File: src/rtl/data_bus_controller.sv
// Single-outstanding CPU data-access sequencer onto a valid/ready memory bus.
// Define DATA_BUS_TIMEOUT_EN to build the BUSY-state abort counter (TIMEOUT_CYCLES).
module data_bus_controller #(
  parameter int unsigned TIMEOUT_CYCLES = 255
) (
  input  logic        clk,
  input  logic        reset_n,
  input  logic        req_valid,
  output logic        req_ready,
  input  logic        req_write,
  input  logic [31:0] req_address,
  input  logic [3:0]  req_wstrobe,
  input  logic [31:0] req_wdata,
  output logic        rsp_valid,
  output logic [31:0] rsp_rdata,
  output logic        rsp_error,
  output logic        mem_valid,
  input  logic        mem_ready,
  output logic [31:0] mem_address,
  output logic [3:0]  mem_wstrobe,
  output logic [31:0] mem_wdata,
  input  logic [31:0] mem_rdata
);

  typedef enum logic [1:0] {
    IDLE,
    BUSY,
    RESPOND
  } state_t;

  state_t state;
  logic   timeout_hit;

  assign req_ready = (state == IDLE);

`ifdef DATA_BUS_TIMEOUT_EN
  localparam int unsigned TIMER_W = $clog2(TIMEOUT_CYCLES + 1);

  logic [TIMER_W-1:0] timer;

  // Abort on the BUSY cycle whose missing mem_ready would bring the count to TIMEOUT_CYCLES.
  assign timeout_hit = (timer == TIMER_W'(TIMEOUT_CYCLES - 1));

  always_ff @(posedge clk or negedge reset_n) begin
    if (!reset_n) begin
      timer <= '0;
    end else if (state == IDLE) begin
      timer <= '0;
    end else if (state == BUSY && !mem_ready) begin
      timer <= timer + 1'b1;
    end
  end
`else
  // No abort path; the expression only keeps the parameter referenced.
  assign timeout_hit = (TIMEOUT_CYCLES == 0) && 1'b0;
`endif

  // NOTE: all state and outputs below are registers, so every assignment is
  // non-blocking; a blocking '=' here would create order-dependent races.
  always_ff @(posedge clk or negedge reset_n) begin
    if (!reset_n) begin
      state       <= IDLE;
      mem_valid   <= 1'b0;
      mem_address <= '0;
      mem_wstrobe <= '0;
      mem_wdata   <= '0;
      rsp_valid   <= 1'b0;
      rsp_rdata   <= '0;
      rsp_error   <= 1'b0;
    end else begin
      case (state)
        IDLE: begin
          if (req_valid) begin
            if (req_write && req_wstrobe == 4'b0000) begin
              // Empty store: nothing to put on the bus, answer straight away.
              rsp_valid <= 1'b1;
              rsp_error <= 1'b0;
              state     <= RESPOND;
            end else begin
              mem_address <= req_address & ~32'h3;
              mem_wstrobe <= req_write ? req_wstrobe : 4'b0000;
              mem_wdata   <= req_wdata;
              mem_valid   <= 1'b1;
              state       <= BUSY;
            end
          end
        end

        BUSY: begin
          if (mem_ready) begin
            // Loads are the only BUSY transactions with an all-zero strobe.
            if (mem_wstrobe == 4'b0000) begin
              rsp_rdata <= mem_rdata;
            end
            mem_valid <= 1'b0;
            rsp_valid <= 1'b1;
            rsp_error <= 1'b0;
            state     <= RESPOND;
          end else if (timeout_hit) begin
            mem_valid <= 1'b0;
            rsp_valid <= 1'b1;
            rsp_error <= 1'b1;
            rsp_rdata <= '0;
            state     <= RESPOND;
          end
        end

        RESPOND: begin
          rsp_valid <= 1'b0;
          rsp_error <= 1'b0;
          state     <= IDLE;
        end

        default: begin
          mem_valid <= 1'b0;
          rsp_valid <= 1'b0;
          rsp_error <= 1'b0;
          state     <= IDLE;
        end
      endcase
    end
  end

endmodule

File: config.mk
export PLATFORM = sky130hd
export DESIGN_NAME = data_bus_controller
export DESIGN_NICKNAME = d
export VERILOG_FILES = /design/src/rtl/data_bus_controller.sv
export SDC_FILE = /design/constraint.sdc
export NUM_CORES = 1
export LEC_CHECK = 0
export BUFFER_PORTS_ARGS = -buffer_cell sky130_fd_sc_hd__clkbuf_2
export CORE_UTILIZATION = 41
export DETAILED_ROUTE_END_ITERATION = 8
export PLACE_DENSITY = 0.84
export SYNTH_ARGS = -nofsm -noshare
export SYNTH_HDL_FRONTEND = slang
export SYNTH_SLANG_ARGS = --single-unit
File: constraint.sdc
create_clock -name clk -period 1.7 [get_ports clk]
set_input_delay 0.34 -clock clk [delete_from_list [all_inputs] [get_ports clk]]
set_output_delay 0.34 -clock clk [all_outputs]
set_load 0.03 [all_outputs]
==> results of run 1 <==
metrics by stage:
step | hold WS [ps] | util, % | instances | setup TNS [ps]
2_1_floorplan | 44.4 | - | 234 | 0
3_3_place_gp | 274 | 55.5 | 563 | 0
3_5_place_dp | 275 | 55.5 | 563 | -36.9
4_1_cts | 176 | 57.9 | 578 | -9.34
5_1_grt | 184 | 59.3 | 583 | -17.1
6_report | 200 | 59.3 | 583 | 0
placed cells by master, fill, tap and decap left out:
cell type / count
buf_6: 2
bufinv_16: 2
clkinv_2: 1
mux2_2: 60
dfrtp_1: 102
nand4b_1: 1
clkinvlp_4: 1
buf_12: 5
mux2_1: 4
clkbuf_16: 3
a21boi_4: 1
nand4bb_4: 1
a32o_1: 4
conb_1: 3
nor3_1: 1
clkbuf_8: 10
nand2b_1: 1
clkbuf_2: 202
buf_4: 6
nor3b_2: 1
a21oi_1: 3
nor3b_4: 1
dlygate4sd3_1: 1
nand2_1: 3
o21ai_0: 2
a21bo_2: 1
mux2_4: 30
nor2_1: 2
cells by family (layout without fill, tap and decap cells):
group / after synthesis / count (layout) / share of synthesized area, %
buffers and inverters: 13 / 233 / 2.90
AOI/OAI and AO/OA: 11 / 11 / 2.33
muxes: 94 / 94 / 29.1
other: 1 / 3 / 0.0933
and+or+nand+nor: 11 / 11 / 2.02
DFF: 102 / 102 / 63.5
layout make-up:
cell class,instances,area share [%]
tap,129,2.90
clock buffer,10,2.47
clock inverter,4,1.30
sequential,102,45.9
timing repair buffer,219,22.7
multi-input combinational,119,24.7
what timing repair did:
item,in CTS,in global routing
gates cloned,0,3
hold endpoints to repair,24,0
gates resized for setup,0,9
setup buffers,0,2
hold buffers,1,0
setup endpoints to repair,2,85
per-layer routing:
metal / vias up / share of wire [%] / global-route usage (%)
met3: 13 / 7.2 / 6.10
met5: - / 0 / 0
met1: 1370 / 37 / 18.3
li1: 1249 / - / -
met2: 116 / 54 / 30.6
met4: 0 / 1.9 / 7.69
path summary, 6_finish.rpt:
kind / start / cells past startpoint / end / slack (ps)
setup / recovery: mem_wstrobe[1] / 4 / rsp_rdata[4] / 50
hold / removal: req_address[21] / 2 / mem_address[21] / 200
setup reg to reg: mem_wstrobe[1] / 4 / rsp_rdata[4] / 50
hold reg to reg: mem_valid / 2 / mem_valid / 490
max in group asynchronous: reset_n / 3 / mem_address[11] / 740
min in group asynchronous: reset_n / 2 / mem_address[4] / 430
state kept, by name, summed over array words and instances (netlist names):
signal	cells
mem_valid	1
rsp_rdata	32
mem_address	30
mem_wstrobe	4
mem_wdata	32
rsp_valid	1
state	2
power by group through the flow:
stage | clock (µW) | sequential, µW | combinational (µW)
final | 1620 | 4160 | 5610
after global routing | 1770 | 4290 | 5910
after CTS | 1690 | 4170 | 5510
after detailed placement | 0 | 4210 | 5500
after global placement | 0 | 4130 | 5390
after floorplan | 0 | 6400 | 1620
==> impl_metrics.tcl, run 1 <==
set metrics [dict create \
    end_kind "register" \
    grt_max_degree 43 \
    wire_per_inst_um 15.1 \
    worstHoldPathType "in2reg" \
    preCtsSetupSlack_ps -10.2 \
    vias 2748 \
    avgSynthCellArea_um2 17.3 \
    cts_tree "done" \
    synth.top_cells.by_count "102 x dfrtp_1, 60 x mux2_2, 30 x mux2_4" \
    grt_pass1_vias 2824 \
    clock_power_share_pct 14.2 \
    synth.area.top_cells "dfrtp_1 64%, mux2_2 17%, mux2_4 11%" \
    p_leak_uw 0.00284 \
    antenna_left 0 \
    die_area_um2 10200 \
    p_switching_uw 4830 \
    critPathBufInv 1 \
    antenna_found_initial 0 \
    finalSetupViolations 0 \
    skew_ps 6.93 \
    ir_drop_uv 1110 \
    setup_ws_ps 52.3 \
    p_seq_share_pct 36.5 \
    power_density_nw_per_um2 2050 \
    fill_cells 781 \
    stdcell_area_um2 5560 \
    slowest_stage "nor3_1" \
    cts_buffers 9 \
    cts_root_buf "clkbuf_8" \
    cp_max_fo 10 \
    synth_cells 232 \
    critPathArrivalTime_ps 1880 \
    core_um2 9370 \
    yosys_warnings 0 \
    synth_area_leader_cell "dfrtp_1" \
    grt_usage_pct 17.2 \
    rows 35 \
    dpl.hpwl_um 6550 \
    vias_per_cell 4.71 \
    ys.flop_type "dfrtp_1" \
    cap_violations 0 \
    gp_congestion 0.760 \
    synth_area_um2 4020 \
    htreeDepth 3 \
    path_delay_family "simple AND/OR/NAND/NOR gates" \
    seqCellArea_um2 2550 \
    synth.most_common_cell "dfrtp_1" \
    placement.cell_area_um2 5200 \
    diodes 0 \
    hold_violations 0 \
    period_share_pct 96.9 \
    totalWireLength_um 8830 \
    worst_path_largest_cell_delay_ps 430 \
    overflow 0 \
    initialDrtViolationCount 50 \
    synth_top_area_share_pct 63.5 \
    report.final.slew_viol_count 0 \
    swShare_pct 42.4 \
    ys_types 21 \
    status "finished clean" \
    cts.sinks 102 \
    dr.pass1.iters 4 \
    drive_above_1_share_pct 72.0 \
    ys_seq_area_share_pct 63.5 \
    start_kind "register" \
    path_cells "nor3_1 > nand4bb_4 > buf_6 > mux2_1" \
    power_uw 11400 \
    clock.fmax_ghz 0.607 \
    port_buffers 203 \
    path_class "reg2reg" \
    ios 209 \
    initial_core_util_pct 42.9 \
    period_minus_slack_ps 1650 \
    power_frac_comb_pct 49.2 \
    synth_seq_cells 102 \
    cts_buffer_depth 2 \
    grt_first_pass_wirelength_um 13200 \
    fin_nets 556 \
    clk_latency_ps 350 \
    multi_input_area_um2 1370 \
    p_int_uw 6560 \
    synth_edf_count 0 \
    area_growth_syn_to_layout_pct 38.4 \
    die_w_um 101 \
    required_ps 1930 \
    cts.clk_slew.worst_paths_ps 90 \
    drc 0 \
    die_y_um 101 \
    ys_async_sr_fraction_pct 100 \
]
Power figures use the tool's default switching activity.
==> inputs of run 2 (changes only) <==
--- a/config.mk
+++ b/config.mk
@@ -8,6 +8,7 @@
 export BUFFER_PORTS_ARGS = -buffer_cell sky130_fd_sc_hd__clkbuf_2
 export CORE_UTILIZATION = 41
 export DETAILED_ROUTE_END_ITERATION = 8
+export MAX_ROUTING_LAYER = met4
 export PLACE_DENSITY = 0.84
 export SYNTH_ARGS = -nofsm -noshare
 export SYNTH_HDL_FRONTEND = slang
==> run 2 against run 1 <==
  * Sequential share of layout area increased by 0.13 points
  * Critical path type unchanged
  * Fmax increased by 0.30%
  * Clock-buffer cell count unchanged
  * Flip-flop and latch count unchanged
  * Critical path depth unchanged
  * Final cell count decreased by 0.34%
  * Register-to-register slack about the same
==> impl_metrics.tcl, run 2 (synthesized netlist as in run 1, its figures left out) <==
set metrics [dict create \
    dpl.hpwl_um 6550 \
    critPathCapture "rsp_rdata[4]" \
    reg2reg_depth 4 \
    dr.pass1.iters 4 \
    stdcell_area_um2 5550 \
    mostFrequentLayoutCells "202 x clkbuf_2, 102 x dfrtp_1, 60 x mux2_2" \
    grt_first_pass_wirelength_um 13200 \
    cts_buffer_depth 2 \
    hold_violations 0 \
    diodes 0 \
    drc 0 \
    vias_per_cell 4.73 \
    cts.clk_slew.worst_paths_ps 90 \
    grt_usage_pct 17.8 \
    area_growth_syn_to_layout_pct 38.0 \
    reg2reg_slack_ps 60 \
    worst_path_largest_cell_delay_ps 420 \
    drive_above_1_share_pct 71.9 \
    die_area_um2 10200 \
    final_common_cell "clkbuf_2" \
    grt_max_degree 43 \
    core_um2 9370 \
    port_buffers 203 \
    overflow 0 \
    initialDrtViolationCount 46 \
    cts_tree "done" \
    ir_drop_uv 1120 \
    power_density_nw_per_um2 2050 \
    reg2reg_to "rsp_rdata[4]" \
    skew_ps 7.68 \
    ios 209 \
    status "finished clean" \
    end_kind "register" \
    gp_congestion 0.770 \
    die_w_um 101 \
    power_uw 11400 \
    power_frac_comb_pct 49.2 \
    p_seq_share_pct 36.6 \
    critPathArrivalTime_ps 1870 \
    grt_pass1_vias 2819 \
    cts.sinks 102 \
    p_leak_uw 0.00283 \
    placement.cell_area_um2 5200 \
    worstHoldPathType "in2reg" \
    htreeDepth 3 \
    path_cells "nor3_1 > nand4bb_4 > buf_6 > mux2_1" \
    p_switching_uw 4830 \
    fin_cells 581 \
    top_regs "mem_wdata: 32 flops, rsp_rdata: 32 flops, mem_address: 30 flops" \
    r2r_start "mem_wstrobe[1]" \
    cap_violations 0 \
    start_kind "register" \
    required_ps 1930 \
    totalWireLength_um 8750 \
    swShare_pct 42.4 \
    wire_per_inst_um 15.1 \
    cts_buffers 9 \
    vias 2747 \
    fill_cells 783 \
    dp.cells 563 \
    antenna_left 0 \
    period_share_pct 96.6 \
    antenna_found_initial 0 \
    period_minus_slack_ps 1640 \
    die_y_um 101 \
    clock_power_share_pct 14.2 \
    p_int_uw 6550 \
    fin_nets 554 \
    slowest_stage "nor3_1" \
    path_class "reg2reg" \
    report.final.slew_viol_count 0 \
    crit_path_start "mem_wstrobe[1]" \
    rows 35 \
    cts_root_buf "clkbuf_8" \
    clk_latency_ps 350 \
    finalSetupViolations 0 \
    cp_max_fo 10 \
    clock.fmax_ghz 0.609 \
    initial_core_util_pct 42.9 \
]
-- run 2: changes by cell type in the layout (fill, tap and decap cells not counted) --
cell and delta:
buf_4 -1, buf_16 +1, clkbuf_16 -1, buf_6 -1
-- run 2: cell type report --
| class | instances | area [µm²] | share of cell area [%] |
|---|---|---|---|
| multi-input cells | 119 | 1370 | 24.8 |
| repair buffers | 217 | 1250 | 22.5 |
| clock buffers | 10 | 138 | 2.48 |
| flip-flops and latches | 102 | 2550 | 46.0 |
| clock inverters | 4 | 72.6 | 1.31 |
| well taps | 129 | 161 | 2.91 |
-- run 2: worst min path at each step --
stage | start | endpoint | depth (start not counted)
3_5_place_dp | reset_n | mem_wdata[22] | 1
3_3_place_gp | reset_n | mem_address[3] | 1
2_1_floorplan | reset_n | mem_address[10] | 0
6_report | req_address[21] | mem_address[21] | 2
4_1_cts | req_address[21] | mem_address[21] | 2
5_1_grt | mem_rdata[18] | rsp_rdata[18] | 2
-- run 2: layer usage --
metal / track usage (%) / share of wire [%] / up-vias / wire length [µm]
li1: - / - / 1250 / -
met1: 18.8 / 38 / 1367 / 3350
met2: 30.6 / 53 / 118 / 4630
met3: 5.76 / 6.8 / 12 / 593
met4: 7.69 / 1.9 / 0 / 168
met5: - / 0 / - / 0
-- run 2: per-stage QoR --
stage / utilization [%] / hold slack, ps / setup slack, ps / TNS, ps
6_report: 59.2 / 205 / 57.2 / 0
5_1_grt: 59.2 / 181 / -17.2 / -109
4_1_cts: 57.9 / 176 / -8.39 / -9.34
3_5_place_dp: 55.5 / 275 / -10.2 / -36.9
3_3_place_gp: 55.5 / 274 / 24.2 / 0
2_1_floorplan: - / 44.4 / 14.5 / 0
-- run 2: what timing repair did --
| item | in CTS | in global routing |
|---|---|---|
| setup endpoints to repair | 2 | 84 |
| cloned | 0 | 2 |
| setup buffers | 0 | 1 |
| endpoints found under the hold margin | 24 | 0 |
| hold buffers | 1 | 0 |
| resized for setup | 0 | 9 |
-- run 2: critical path, delay by kind of cell, from the launching register on --
kind / cells / cell delay, ps
simple gates: 2 / 610
buf+inv: 1 / 190
flops: 1 / 400
mux: 1 / 330
-- run 2: power groups by stage --
stage                     sequential (µW)  combinational, µW  clock (µW)
final                                4160               5600        1620
after global routing                 4290               5890        1780
after CTS                            4170               5510        1690
after detailed placement             4210               5500           0
after global placement               4130               5390           0
after floorplan                      6400               1620           0
